===== config.mk =====
export PLATFORM = sky130hd
export DESIGN_NAME = uvc_frame_buffer_manager
export DESIGN_NICKNAME = d
export VERILOG_FILES = /design/src/rtl/uvc_frame_buffer_manager.sv
export SDC_FILE = /design/constraint.sdc
export NUM_CORES = 1
export LEC_CHECK = 0
export BUFFER_PORTS_ARGS = -buffer_cell sky130_fd_sc_hd__buf_4
export CORE_MARGIN = 10
export CORE_UTILIZATION = 30
export DETAILED_ROUTE_END_ITERATION = 8
export GPL_ROUTABILITY_DRIVEN = 0
export SETUP_SLACK_MARGIN = 0.5
export SYNTH_ARGS = -nofsm -noshare
export SYNTH_HDL_FRONTEND = slang
export SYNTH_SLANG_ARGS = --single-unit

===== constraint.sdc =====
create_clock -name clk -period 3.2 [get_ports clk]
set_input_delay 0.16 -clock clk [delete_from_list [all_inputs] [get_ports clk]]
set_output_delay 0.16 -clock clk [all_outputs]
set_load 0.1 [all_outputs]

===== src/rtl/uvc_frame_buffer_manager.sv =====
// Triple-buffer arbiter handing DDR3 frame base addresses to the capture writer and UVC streamer.
// Writer, reader and spare roles rotate over three fixed buffers; the spare holds the latest completed frame.
module uvc_frame_buffer_manager #(
    parameter int                ADDR_W        = 32,
    parameter logic [ADDR_W-1:0] BUF_BASE_ADDR = 32'h8100_0000,
    parameter logic [ADDR_W-1:0] BUF_STRIDE    = 32'h0010_0000,
    parameter int                CNT_W         = 16
) (
    input  logic              clk,
    input  logic              rst_n,
    input  logic              freeze,
    input  logic              wr_frame_done,
    output logic [ADDR_W-1:0] wr_buffer_addr,
    input  logic              rd_next_req,
    output logic              rd_ack,
    output logic [ADDR_W-1:0] rd_buffer_addr,
    output logic              rd_new_frame,
    output logic [CNT_W-1:0]  dropped_cnt,
    output logic [CNT_W-1:0]  repeated_cnt,
    input  logic              clear_stats
);

    localparam logic [ADDR_W-1:0] ADDR0     = BUF_BASE_ADDR;
    localparam logic [ADDR_W-1:0] ADDR1     = BUF_BASE_ADDR + BUF_STRIDE;
    localparam logic [ADDR_W-1:0] ADDR2     = ADDR1 + BUF_STRIDE;
    localparam logic [CNT_W-1:0]  CNT_ZERO  = {CNT_W{1'b0}};
    localparam logic [CNT_W-1:0]  CNT_MAX   = {CNT_W{1'b1}};
    localparam logic [CNT_W-1:0]  CNT_ONE   = {{(CNT_W-1){1'b0}}, 1'b1};

    logic [1:0] w_idx_r, r_idx_r, s_idx_r;
    logic       fresh_r;
    logic [1:0] w_nxt_s, r_nxt_s, s_nxt_s;
    logic       fresh_nxt_s;
    logic       commit_s;
    logic       ack_nxt_s;
    logic       new_frame_nxt_s;
    logic       drop_inc_s;
    logic       rep_inc_s;

    // Index 3 never occurs because the role indices always form a permutation of {0,1,2}.
    function automatic logic [ADDR_W-1:0] idx_to_addr(input logic [1:0] idx);
        logic [ADDR_W-1:0] addr;
        case (idx)
            2'd0:    addr = ADDR0;
            2'd1:    addr = ADDR1;
            2'd2:    addr = ADDR2;
            default: addr = ADDR0;
        endcase
        return addr;
    endfunction

    function automatic logic [CNT_W-1:0] stat_next(input logic [CNT_W-1:0] cnt,
                                                   input logic inc, input logic clr);
        logic [CNT_W-1:0] res;
        if (clr) begin
            res = CNT_ZERO;
        end else if (inc && (cnt != CNT_MAX)) begin
            res = cnt + CNT_ONE;
        end else begin
            res = cnt;
        end
        return res;
    endfunction

    assign commit_s = wr_frame_done & ~freeze;

    // Role rotation and statistic increments for this cycle's events.
    always_comb begin
        w_nxt_s         = w_idx_r;
        r_nxt_s         = r_idx_r;
        s_nxt_s         = s_idx_r;
        fresh_nxt_s     = fresh_r;
        ack_nxt_s       = 1'b0;
        new_frame_nxt_s = rd_new_frame;
        drop_inc_s      = 1'b0;
        rep_inc_s       = 1'b0;
        case ({commit_s, rd_next_req})
            2'b10: begin
                w_nxt_s     = s_idx_r;
                s_nxt_s     = w_idx_r;
                fresh_nxt_s = 1'b1;
                drop_inc_s  = fresh_r;
            end
            2'b01: begin
                ack_nxt_s = 1'b1;
                if (fresh_r) begin
                    r_nxt_s         = s_idx_r;
                    s_nxt_s         = r_idx_r;
                    fresh_nxt_s     = 1'b0;
                    new_frame_nxt_s = 1'b1;
                end else begin
                    new_frame_nxt_s = 1'b0;
                    rep_inc_s       = 1'b1;
                end
            end
            2'b11: begin
                // The frame just finished goes straight to the reader; any unread spare is lost.
                r_nxt_s         = w_idx_r;
                w_nxt_s         = s_idx_r;
                s_nxt_s         = r_idx_r;
                fresh_nxt_s     = 1'b0;
                ack_nxt_s       = 1'b1;
                new_frame_nxt_s = 1'b1;
                drop_inc_s      = fresh_r;
            end
            default: begin
                fresh_nxt_s = fresh_r;
            end
        endcase
    end

    // Role state, registered addresses, handshake and statistics.
    always_ff @(posedge clk or negedge rst_n) begin
        if (!rst_n) begin
            w_idx_r        <= 2'd0;
            r_idx_r        <= 2'd1;
            s_idx_r        <= 2'd2;
            fresh_r        <= 1'b0;
            wr_buffer_addr <= ADDR0;
            rd_buffer_addr <= ADDR1;
            rd_ack         <= 1'b0;
            rd_new_frame   <= 1'b0;
            dropped_cnt    <= CNT_ZERO;
            repeated_cnt   <= CNT_ZERO;
        end else begin
            w_idx_r        <= w_nxt_s;
            r_idx_r        <= r_nxt_s;
            s_idx_r        <= s_nxt_s;
            fresh_r        <= fresh_nxt_s;
            wr_buffer_addr <= idx_to_addr(w_nxt_s);
            rd_buffer_addr <= idx_to_addr(r_nxt_s);
            rd_ack         <= ack_nxt_s;
            rd_new_frame   <= new_frame_nxt_s;
            dropped_cnt    <= stat_next(dropped_cnt, drop_inc_s, clear_stats);
            repeated_cnt   <= stat_next(repeated_cnt, rep_inc_s, clear_stats);
        end
    end

endmodule


==> impl_metrics.env, run 1 <==
export IMPL_status="complete, no violations"
export IMPL_yosysSeqAreaShare=0.388
export IMPL_grt_pass1_vias=2264
export IMPL_post_route_cells_drive_above_1_share=0.193
export IMPL_cpMaxStageDelayCell="nor4b_2"
export IMPL_placed_area_um2=3110
export IMPL_power_per_cell_area_nw_per_um2=479
export IMPL_grt_overflow_total=0
export IMPL_diodes=0
export IMPL_rows=35
export IMPL_htree_levels=2
export IMPL_final_cell_area_um2=3210
export IMPL_cts_setup_buffers=0
export IMPL_leakagePower_nw=1.42
export IMPL_synthCells=313
export IMPL_post_synth_top_count_cell="buf_4"
export IMPL_die_h_um=118
export IMPL_path_clk_slew_ns=0.08
export IMPL_routed_via_density=4.81
export IMPL_pre_cts_ws_ns=1.07
export IMPL_yosys_most_used_dff="dfrtp_1"
export IMPL_switching_share=0.455
export IMPL_clkPwrFrac=0.238
export IMPL_syn_area_um2=2910
export IMPL_p_comb_frac=0.353
export IMPL_register_area_um2=1130
export IMPL_maxSlewViolCount=0
export IMPL_setup_slack_ns=1.05
export IMPL_synth_common_cells="buf_4 (62), dfrtp_1 (42), nand2_1 (19), nor2_1 (19), a21oi_1 (17)"
export IMPL_yosys_warnings=0
export IMPL_post_route_util=0.344
export IMPL_rsz0062_at_grt="no"
export IMPL_synth_top_area_share=0.361
export IMPL_antenna_found_initial=0
export IMPL_drt_first_pass_iters=4
export IMPL_yosys_area_top_type="dfrtp_1"
export IMPL_clockBufferDepth=2
export IMPL_worstPathArrival_ns=2.37
export IMPL_fin_setup_tns_ns=0
export IMPL_postRouteAntennaNets=0
export IMPL_fillCellCount=973
export IMPL_hpwlAfterDp_mm=5.25
export IMPL_syn_avg_cell_area_um2=9.29
export IMPL_clock_skew_ns=0.0129
export IMPL_cp_max_fo=8
export IMPL_clk_latency_ns=0.30
export IMPL_finalCritPeriodShare=0.672
export IMPL_cp_cell_sequence="ha_1 > nand4_1 > nor4b_2 > and3b_1 > nor3_2"
export IMPL_seq_power_share=0.409
export IMPL_p_sw_w=0.000700
export IMPL_ir_drop_uv=306
export IMPL_fmax_mhz=465
export IMPL_drc_errors=0
export IMPL_endpoint_kind="flip-flop"
export IMPL_ys_types=49
export IMPL_synth_area_leaders="dfrtp_1 (36%), buf_4 (16%), nor2b_1 (3.0%), a21oi_1 (2.9%), dfstp_2 (2.7%)"
export IMPL_grt_pass1_wl_mm=11.5
export IMPL_async_flop_share=1.00
export IMPL_initial_utilization=0.312
export IMPL_min_period_ns=2.15
export IMPL_area_delta_synth_final_pct=10.2
export IMPL_final_nets=359
export IMPL_startpoint_type="flip-flop"
export IMPL_ys_seq_elements=45
export IMPL_root_buffer="clkbuf_8"
export IMPL_globalRouteTotalUtil=0.0957
export IMPL_grt_max_degree=46
export IMPL_cts_sinks=45
export IMPL_vias=2313
export IMPL_setup_viol=0
export IMPL_maxCapViolCount=0
export IMPL_io_buffers=43
export IMPL_die_w_um=118
export IMPL_tritoncts="built"
export IMPL_slew_headroom=0.569
export IMPL_synth_edf_count=0
export IMPL_path_class="flip-flop to flip-flop"
export IMPL_numCtsBuffers=5
export IMPL_core_um2=9330
export IMPL_hold_ws_ns=0.0357
export IMPL_max_stage_delay_ns=0.63
export IMPL_pin_count=104
export IMPL_wl_per_cell_um=14.5
export IMPL_drt_total_wl_mm=6.99
export IMPL_hp_class="input port to flip-flop"
export IMPL_p_int_w=0.000838
export IMPL_cp_required_ns=3.42
export IMPL_multi_input_area_um2=1470
export IMPL_tightestPinTransition_ns=0.642
export IMPL_finalHoldViolations=0
export IMPL_drt_iter0_drc=126
export IMPL_dieArea_um2=14000
stage by stage:
step                      total power (W)  std cells
after floorplan                   0.00118        371
after global placement            0.00118        472
after detailed placement          0.00118        472
after CTS                         0.00156        481
after global routing              0.00161        481
final                             0.00154        481
final cells by class:
cell class	count	share of cell area
repair buffers	44	0.104
clock buffers	8	0.0281
flip-flops and latches	45	0.352
multi-input cells	250	0.460
inverters	5	0.00585
well taps	129	0.0503
sequential cells by signal (all words and copies together) (netlist names):
signal	flops
rd_ack	1
wr_buffer_addr	2
fresh_r	1
s_idx_r	2
dropped_cnt	16
rd_new_frame	1
r_idx_r	2
repeated_cnt	16
rd_buffer_addr	2
w_idx_r	2
cell usage in the layout (no fill, tap or decap), types with 2 or more instances in the layout:
cell and instances:
or3_1 6, nor4_1 5, nor2b_1 14, a211oi_1 2, and4_1 2, nor3_1 9, and3b_1 4, clkbuf_8 6
o41ai_1 2, conb_1 60, nand3_1 10, buf_4 43, o311ai_0 2, or4_1 8, nor4b_2 2, a31oi_1 3
nand3b_1 2, nor4_2 4, dfrtp_1 42, o31ai_1 10, ha_1 2, nor2_1 19, nand4_1 12, o2bb2ai_1 2
clkbuf_1 2, nand2_1 19, mux2_2 5, inv_1 5, dfstp_2 3, mux2_1 3, o21ai_0 8, nand4_2 2
a21oi_1 17
per-layer routing:
metal  GRT usage  share of wire  vias to the layer above  routed length (um)
met4      0.0244         0.0084                        0                  59
met1       0.115           0.43                     1133                3030
met3      0.0371          0.074                        6                 521
met2       0.157           0.48                       78                3380
li1            -              -                     1096                   -
met5           0              0                        -                   0
worst paths after layout:
check	cells after the start	slack (ns)	from	endpoint
setup reg to reg	5	1.05	dropped_cnt[0]$_DFFE_PN0P_	dropped_cnt[3]$_DFFE_PN0P_
max in group asynchronous	2	2.41	rst_n	repeated_cnt[4]$_DFFE_PN0P_
min in group asynchronous	2	0.40	rst_n	dropped_cnt[2]$_DFFE_PN0P_
hold reg to reg	1	0.50	rd_new_frame$_DFFE_PN0N_	rd_new_frame$_DFFE_PN0N_
hold / removal	1	0.04	rd_next_req	rd_ack$_DFF_PN0_
setup / recovery	5	1.05	dropped_cnt[0]$_DFFE_PN0P_	dropped_cnt[3]$_DFFE_PN0P_
logic make-up after synthesis:
| group | after synthesis | synth area share |
|---|---|---|
| AO/OA/AOI/OAI | 52 | 0.116 |
| adder cells (fa/ha/maj) | 2 | 0.00860 |
| buffers and inverters | 76 | 0.180 |
| flip-flops | 45 | 0.388 |
| multiplexers | 9 | 0.0344 |
| other | 2 | 0.00258 |
| AND/OR/NAND/NOR | 127 | 0.270 |
critical path: cells and delay by family (launching register included):
kind          cells  cell delay [ns]
simple gates      4             1.33
flops             1             0.45
fa+ha+maj         1             0.30
power by group through the flow:
stage          clock (W)  combinational, W  sequential [W]
6_report        0.000367          0.000543        0.000628
5_1_grt         0.000410          0.000564        0.000633
4_1_cts         0.000384          0.000544        0.000629
3_5_place_dp           0          0.000542        0.000638
3_3_place_gp           0          0.000542        0.000638
2_1_floorplan          0          0.000422        0.000754
repair_timing:
item / 4_1_cts / 5_1_grt
endpoints found under the hold margin: 42 / 0
gates resized for setup: 0 / 0
hold buffers: 1 / 0
(Power assumes the default switching activity.)
==> inputs of run 2 (changes only) <==
Settings changed: ABC_AREA set to 1.
Clock period 3.2 ns to 2.01 ns, I/O delays scaled along.
==> run 2 against run 1 <==
  * Synthesized cell count grew 40%
  * Largest cell class unchanged
  * Non-clock buffer count up 41
  * Fmax up 42%
  * Largest power group unchanged
  * Critical endpoint is now dropped_cnt[9]$_DFFE_PN0P_
  * Setup slack got worse by 0.55 ns
==> impl_metrics.env, run 2 <==
export IMPL_post_route_cells_drive_above_1_share=0.368
export IMPL_initial_utilization=0.312
export IMPL_yosys_most_used_dff="dfrtp_1"
export IMPL_fmax_mhz=663
export IMPL_startpoint_type="flip-flop"
export IMPL_post_synth_top_count_cell="nand2_1"
export IMPL_yosys_warnings=0
export IMPL_clockBufferDepth=2
export IMPL_path_clk_slew_ns=0.08
export IMPL_endpoint_kind="flip-flop"
export IMPL_synth_edf_count=0
export IMPL_final_cell_mix="nand2_1 (110), buf_4 (78), conb_1 (60), inv_1 (47), nor2_1 (29)"
export IMPL_async_flop_share=1.00
export IMPL_finalHoldViolations=0
export IMPL_grt_max_degree=46
export IMPL_ys_types=22
export IMPL_p_sw_w=0.00119
export IMPL_area_delta_synth_final_pct=34.3
export IMPL_clk_latency_ns=0.30
export IMPL_wl_per_cell_um=13.2
export IMPL_top_regs="dropped_cnt: 16 flops, repeated_cnt: 16 flops"
export IMPL_ys_seq_elements=45
export IMPL_fin_setup_tns_ns=0
export IMPL_setup_viol=0
export IMPL_htree_levels=2
export IMPL_numCtsBuffers=5
export IMPL_grt_overflow_total=0
export IMPL_drc_errors=0
export IMPL_maxSlewViolCount=0
export IMPL_drt_first_pass_iters=4
export IMPL_synth_area_leaders="dfrtp_1 (34%), nand2_1 (17%), buf_4 (15%), inv_1 (6.0%), nor2_1 (4.9%)"
export IMPL_dieArea_um2=14700
export IMPL_die_w_um=121
export IMPL_ir_drop_uv=466
export IMPL_globalRouteTotalUtil=0.107
export IMPL_core_um2=9860
export IMPL_seq_power_share=0.385
export IMPL_layout_commonest_cell="nand2_1"
export IMPL_clock_skew_ns=0.00466
export IMPL_cp_max_fo=6
export IMPL_diodes=0
export IMPL_grt_pass1_wl_mm=13.1
export IMPL_pin_count=104
export IMPL_switching_share=0.460
export IMPL_finalCritPeriodShare=0.751
export IMPL_postRouteAntennaNets=0
export IMPL_synth_common_cells="nand2_1 (143), buf_4 (61), inv_1 (49)"
export IMPL_tightestPinTransition_ns=0.596
export IMPL_antenna_found_initial=0
export IMPL_final_nets=529
export IMPL_p_int_w=0.00140
export IMPL_vias=2821
export IMPL_setup_slack_ns=0.501
export IMPL_die_h_um=121
export IMPL_pre_cts_ws_ns=0.351
export IMPL_power_per_cell_area_nw_per_um2=628
export IMPL_grt_pass1_vias=2759
export IMPL_synthCells=437
export IMPL_leakagePower_nw=2.22
export IMPL_hp_class="input port to flip-flop"
export IMPL_yosysSeqAreaShare=0.367
export IMPL_routed_via_density=4.31
export IMPL_worstPathArrival_ns=1.71
export IMPL_status="complete, no violations"
export IMPL_cp_required_ns=2.21
export IMPL_syn_avg_cell_area_um2=7.05
export IMPL_path_class="flip-flop to flip-flop"
export IMPL_root_buffer="clkbuf_8"
export IMPL_syn_area_um2=3080
export IMPL_hold_ws_ns=0.141
export IMPL_rsz0062_at_grt="yes"
export IMPL_clkPwrFrac=0.248
export IMPL_tritoncts="built"
export IMPL_hpwlAfterDp_mm=6.05
export IMPL_drt_total_wl_mm=8.63
export IMPL_drt_iter0_drc=127
export IMPL_io_buffers=43
export IMPL_min_period_ns=1.51
export IMPL_cts_sinks=45
export IMPL_maxCapViolCount=0
export IMPL_slew_headroom=0.603
export IMPL_yosys_area_top_type="dfrtp_1"
export IMPL_p_comb_frac=0.367
export IMPL_rows=36
export IMPL_synth_top_area_share=0.341
==> run 2: critical path: stages (launching register included) <==
cell and delay, ns:
dfrtp_4 0.51, ha_4 0.18, nand2_4 0.07, nor2_4 0.04
nand2_4 0.08, nor2_4 0.04, nor2_4 0.15, nor2_4 0.07
clkbuf_16 0.17, nand2_4 0.05, nand2_1 0.04
==> run 2: area by class of cell <==
class	count	area, um^2
inverters	49	184
multi-input cells	335	1770
flip-flops and latches	45	1210
fillers	999	5730
clock buffers	7	96.3
well taps	133	166
clock inverters	1	5.00
repair buffers	85	707
==> run 2: path summary, 6_finish.rpt <==
| kind | startpoint | end | slack [ns] | cells after the start |
|---|---|---|---|---|
| min in group asynchronous | rst_n | dropped_cnt[8]$_DFFE_PN0P_ | 0.34 | 2 |
| hold reg to reg | rd_new_frame$_DFFE_PN0N_ | rd_new_frame$_DFFE_PN0N_ | 0.50 | 2 |
| setup / recovery | dropped_cnt[0]$_DFFE_PN0P_ | dropped_cnt[9]$_DFFE_PN0P_ | 0.50 | 10 |
| max in group asynchronous | rst_n | repeated_cnt[9]$_DFFE_PN0P_ | 1.21 | 2 |
| setup reg to reg | dropped_cnt[0]$_DFFE_PN0P_ | dropped_cnt[9]$_DFFE_PN0P_ | 0.50 | 10 |
| hold / removal | freeze | fresh_r$_DFFE_PN0P_ | 0.14 | 4 |
==> run 2: power by group through the flow <==
stage | logic, W | registers [W] | clock network [W]
2_1_floorplan | 0.000696 | 0.00120 | 0
3_3_place_gp | 0.000889 | 0.00102 | 0
3_5_place_dp | 0.000891 | 0.00102 | 0
4_1_cts | 0.000918 | 0.000999 | 0.000679
5_1_grt | 0.000996 | 0.00101 | 0.000706
6_report | 0.000953 | 0.000999 | 0.000644
==> run 2: through the flow <==
step                      instances  utilization  cell area, um^2  total power, W
after floorplan                 495            -             3440         0.00189
after global placement          608        0.350             3450         0.00191
after detailed placement        608        0.350             3450         0.00191
after CTS                       632        0.377             3720         0.00260
after global routing            655        0.419             4130         0.00271
final                           655        0.419             4130         0.00260
==> run 2: cell families (layout without fill, tap and decap cells) <==
logic type | count (synthesis) | after routing | share of synthesized area
other | 2 | 60 | 0.00244
xor gates and xnor gates | 9 | 9 | 0.0256
AOI/OAI and AO/OA | 24 | 24 | 0.0451
buffers and inverters | 115 | 142 | 0.219
and+or+nand+nor | 240 | 240 | 0.332
adders and majority gates | 2 | 2 | 0.00813
DFF | 45 | 45 | 0.367
==> run 2: what timing repair did <==
item                       CTS  global route
cloned                       0             2
pin swaps                    6            21
setup buffers               14            21
hold endpoints to repair    44             0
hold buffers                 2             0
resized for setup            6            61
setup endpoints to repair   28            31
==> run 2: metal layers <==
layer,global-route usage,vias to the layer above,routed length [um]
li1,-,1401,-
met4,0.0350,0,43
met3,0.0321,4,733
met5,0,-,0
met1,0.127,1311,3550
met2,0.179,105,4300
==> inputs of run 3 (changes only) <==
Clock period 2.01 ns to 1.4 ns, I/O delays scaled along.
==> run 3 against run 2 <==
  * The flow now finishes with violations (setup timing)
  * Clock skew rose by 0.0068 ns
  * First-iteration DRC count fell by 14%
  * Global-route usage rose by 1.0 points
  * Wire length rose by 6.8%
  * Utilization rose by 9.7 points
  * Count of clock-buffer cells in the layout did not move
  * Sequential power rose by 47%
  * Via count rose by 9.0%
  * Sequential cell count did not move
  * Register-to-register slack got worse by 0.60 ns
  * Critical path type unchanged
  * Power rose by 53%
==> impl_metrics.env, run 3 (synthesis results as in run 2) <==
export IMPL_status="complete, but fails checks"
export IMPL_violations="setup timing"
export IMPL_cts_sinks=45
export IMPL_hp_class="input port to flip-flop"
export IMPL_layout_commonest_cell="nand2_1"
export IMPL_io_buffers=43
export IMPL_clockBufferDepth=2
export IMPL_setup_viol=29
export IMPL_p_total_w=0.00396
export IMPL_numCtsBuffers=5
export IMPL_instances_no_fill=702
export IMPL_maxCapViolCount=0
export IMPL_die_h_um=121
export IMPL_wl_per_cell_um=13.1
export IMPL_grt_pass1_wl_mm=14.4
export IMPL_setup_slack_ns=-0.0946
export IMPL_post_place_cells=665
export IMPL_globalRouteTotalUtil=0.117
export IMPL_finalCritPeriodShare=1.07
export IMPL_clock_skew_ns=0.0115
export IMPL_rsz0062_at_grt="yes"
export IMPL_maxSlewViolCount=0
export IMPL_grt_pass1_vias=3027
export IMPL_path_clk_slew_ns=0.10
export IMPL_grt_max_degree=46
export IMPL_pre_cts_ws_ns=-0.149
export IMPL_hpwlAfterDp_mm=6.59
export IMPL_final_nets=576
export IMPL_drt_iter0_drc=109
export IMPL_path_class="flip-flop to flip-flop"
export IMPL_initial_utilization=0.312
export IMPL_drt_total_wl_mm=9.22
export IMPL_tritoncts="built"
export IMPL_final_cell_area_um2=5090
export IMPL_leakagePower_nw=2.48
export IMPL_pin_count=104
export IMPL_post_route_cells_drive_above_1_share=0.448
export IMPL_core_um2=9860
export IMPL_placed_area_um2=3910
export IMPL_vias=3074
export IMPL_cp_required_ns=1.60
export IMPL_dieArea_um2=14700
export IMPL_startpoint_type="flip-flop"
export IMPL_drt_first_pass_iters=4
export IMPL_min_period_ns=1.49
export IMPL_htree_levels=2
export IMPL_cp_max_fo=12
export IMPL_rows=36
export IMPL_root_buffer="clkbuf_8"
export IMPL_area_delta_synth_final_pct=65.3
export IMPL_power_per_cell_area_nw_per_um2=778
export IMPL_clk_latency_ns=0.31
export IMPL_routed_via_density=4.38
export IMPL_drc_errors=0
export IMPL_top_regs="dropped_cnt: 16 flops, repeated_cnt: 16 flops"
export IMPL_finalHoldViolations=0
export IMPL_antenna_found_initial=0
export IMPL_worstPathArrival_ns=1.70
export IMPL_endpoint_kind="flip-flop"
export IMPL_die_w_um=121
export IMPL_postRouteAntennaNets=0
export IMPL_ir_drop_uv=591
export IMPL_final_cell_mix="nand2_1 (117), conb_1 (60), buf_4 (54), inv_1 (41), buf_12 (39)"
export IMPL_fmax_mhz=669
export IMPL_grt_overflow_total=0
export IMPL_diodes=0
run 3: changes by cell type in the layout (fill, tap and decap cells not counted), moves of 6 or more:
| cell | previous run | this run |
|---|---|---|
| buf_12 | 2 | 39 |
| buf_4 | 78 | 54 |
| nand2_4 | 15 | 6 |
| o21ai_0 | 9 | 1 |
| nand2_1 | 110 | 117 |
| buf_6 | 1 | 37 |
| nand3_1 | 23 | 17 |
| inv_1 | 47 | 41 |
run 3: cell type report:
type	count	area (um^2)
multi-input cells	335	1790
clock inverters	1	5.00
clock buffers	7	96.3
repair buffers	132	1620
inverters	49	191
flip-flops and latches	45	1220
well taps	133	166
fillers	919	4770
run 3: per-layer routing:
layer,GRT usage,part of all wire,vias to the layer above
li1,-,-,1497
met1,0.143,0.41,1459
met3,0.0289,0.067,16
met2,0.200,0.51,102
met5,0,0,-
met4,0.0298,0.014,0
run 3: worst paths after layout:
kind	startpoint	to	slack [ns]	cells past startpoint
max in group asynchronous	rst_n	dropped_cnt[0]$_DFFE_PN0P_	0.79	2
setup / recovery	dropped_cnt[1]$_DFFE_PN0P_	dropped_cnt[11]$_DFFE_PN0P_	-0.09	10
setup reg to reg	dropped_cnt[1]$_DFFE_PN0P_	dropped_cnt[11]$_DFFE_PN0P_	-0.09	10
min in group asynchronous	rst_n	dropped_cnt[6]$_DFFE_PN0P_	0.25	2
hold / removal	rd_next_req	rd_new_frame$_DFFE_PN0N_	0.03	3
hold reg to reg	s_idx_r[1]$_DFFE_PN1P_	s_idx_r[1]$_DFFE_PN1P_	0.53	2
run 3: worst max-delay path, stage by stage, from the launching register on:
cell and delay, ns:
dfrtp_4 0.51, ha_4 0.18, nand2_4 0.07, nor2_4 0.05
nand2_4 0.08, nor2_4 0.04, nor2_4 0.16, nor2_4 0.05
buf_12 0.14, nand2_1 0.06, nand2_1 0.05
run 3: stage by stage:
stage | setup TNS [ns] | util | hold WS (ns)
2_1_floorplan | -7.42 | - | -0.226
3_3_place_gp | -1.33 | 0.396 | 0.123
3_5_place_dp | -2.65 | 0.396 | 0.129
4_1_cts | -1.51 | 0.490 | 0.0148
5_1_grt | -3.72 | 0.516 | 0.0447
6_report | -1.54 | 0.516 | 0.0270
run 3: repair_timing:
item / CTS / global route
endpoints found under the hold margin: 44 / 0
pin swaps: 15 / 20
hold buffers: 2 / 0
buffers inserted: 10 / 17
resized for setup: 190 / 41
endpoints found under the setup margin: 77 / 99
run 3: report_power, final:
| group | switching (W) | internal [W] | leakage, nW |
|---|---|---|---|
| logic | 0.00124 | 0.000325 | 1.89 |
| clock network | 0.000483 | 0.000448 | 0.0542 |
| registers | 0.0000726 | 0.00140 | 0.534 |
| total | 0.00179 | 0.00217 | 2.48 |
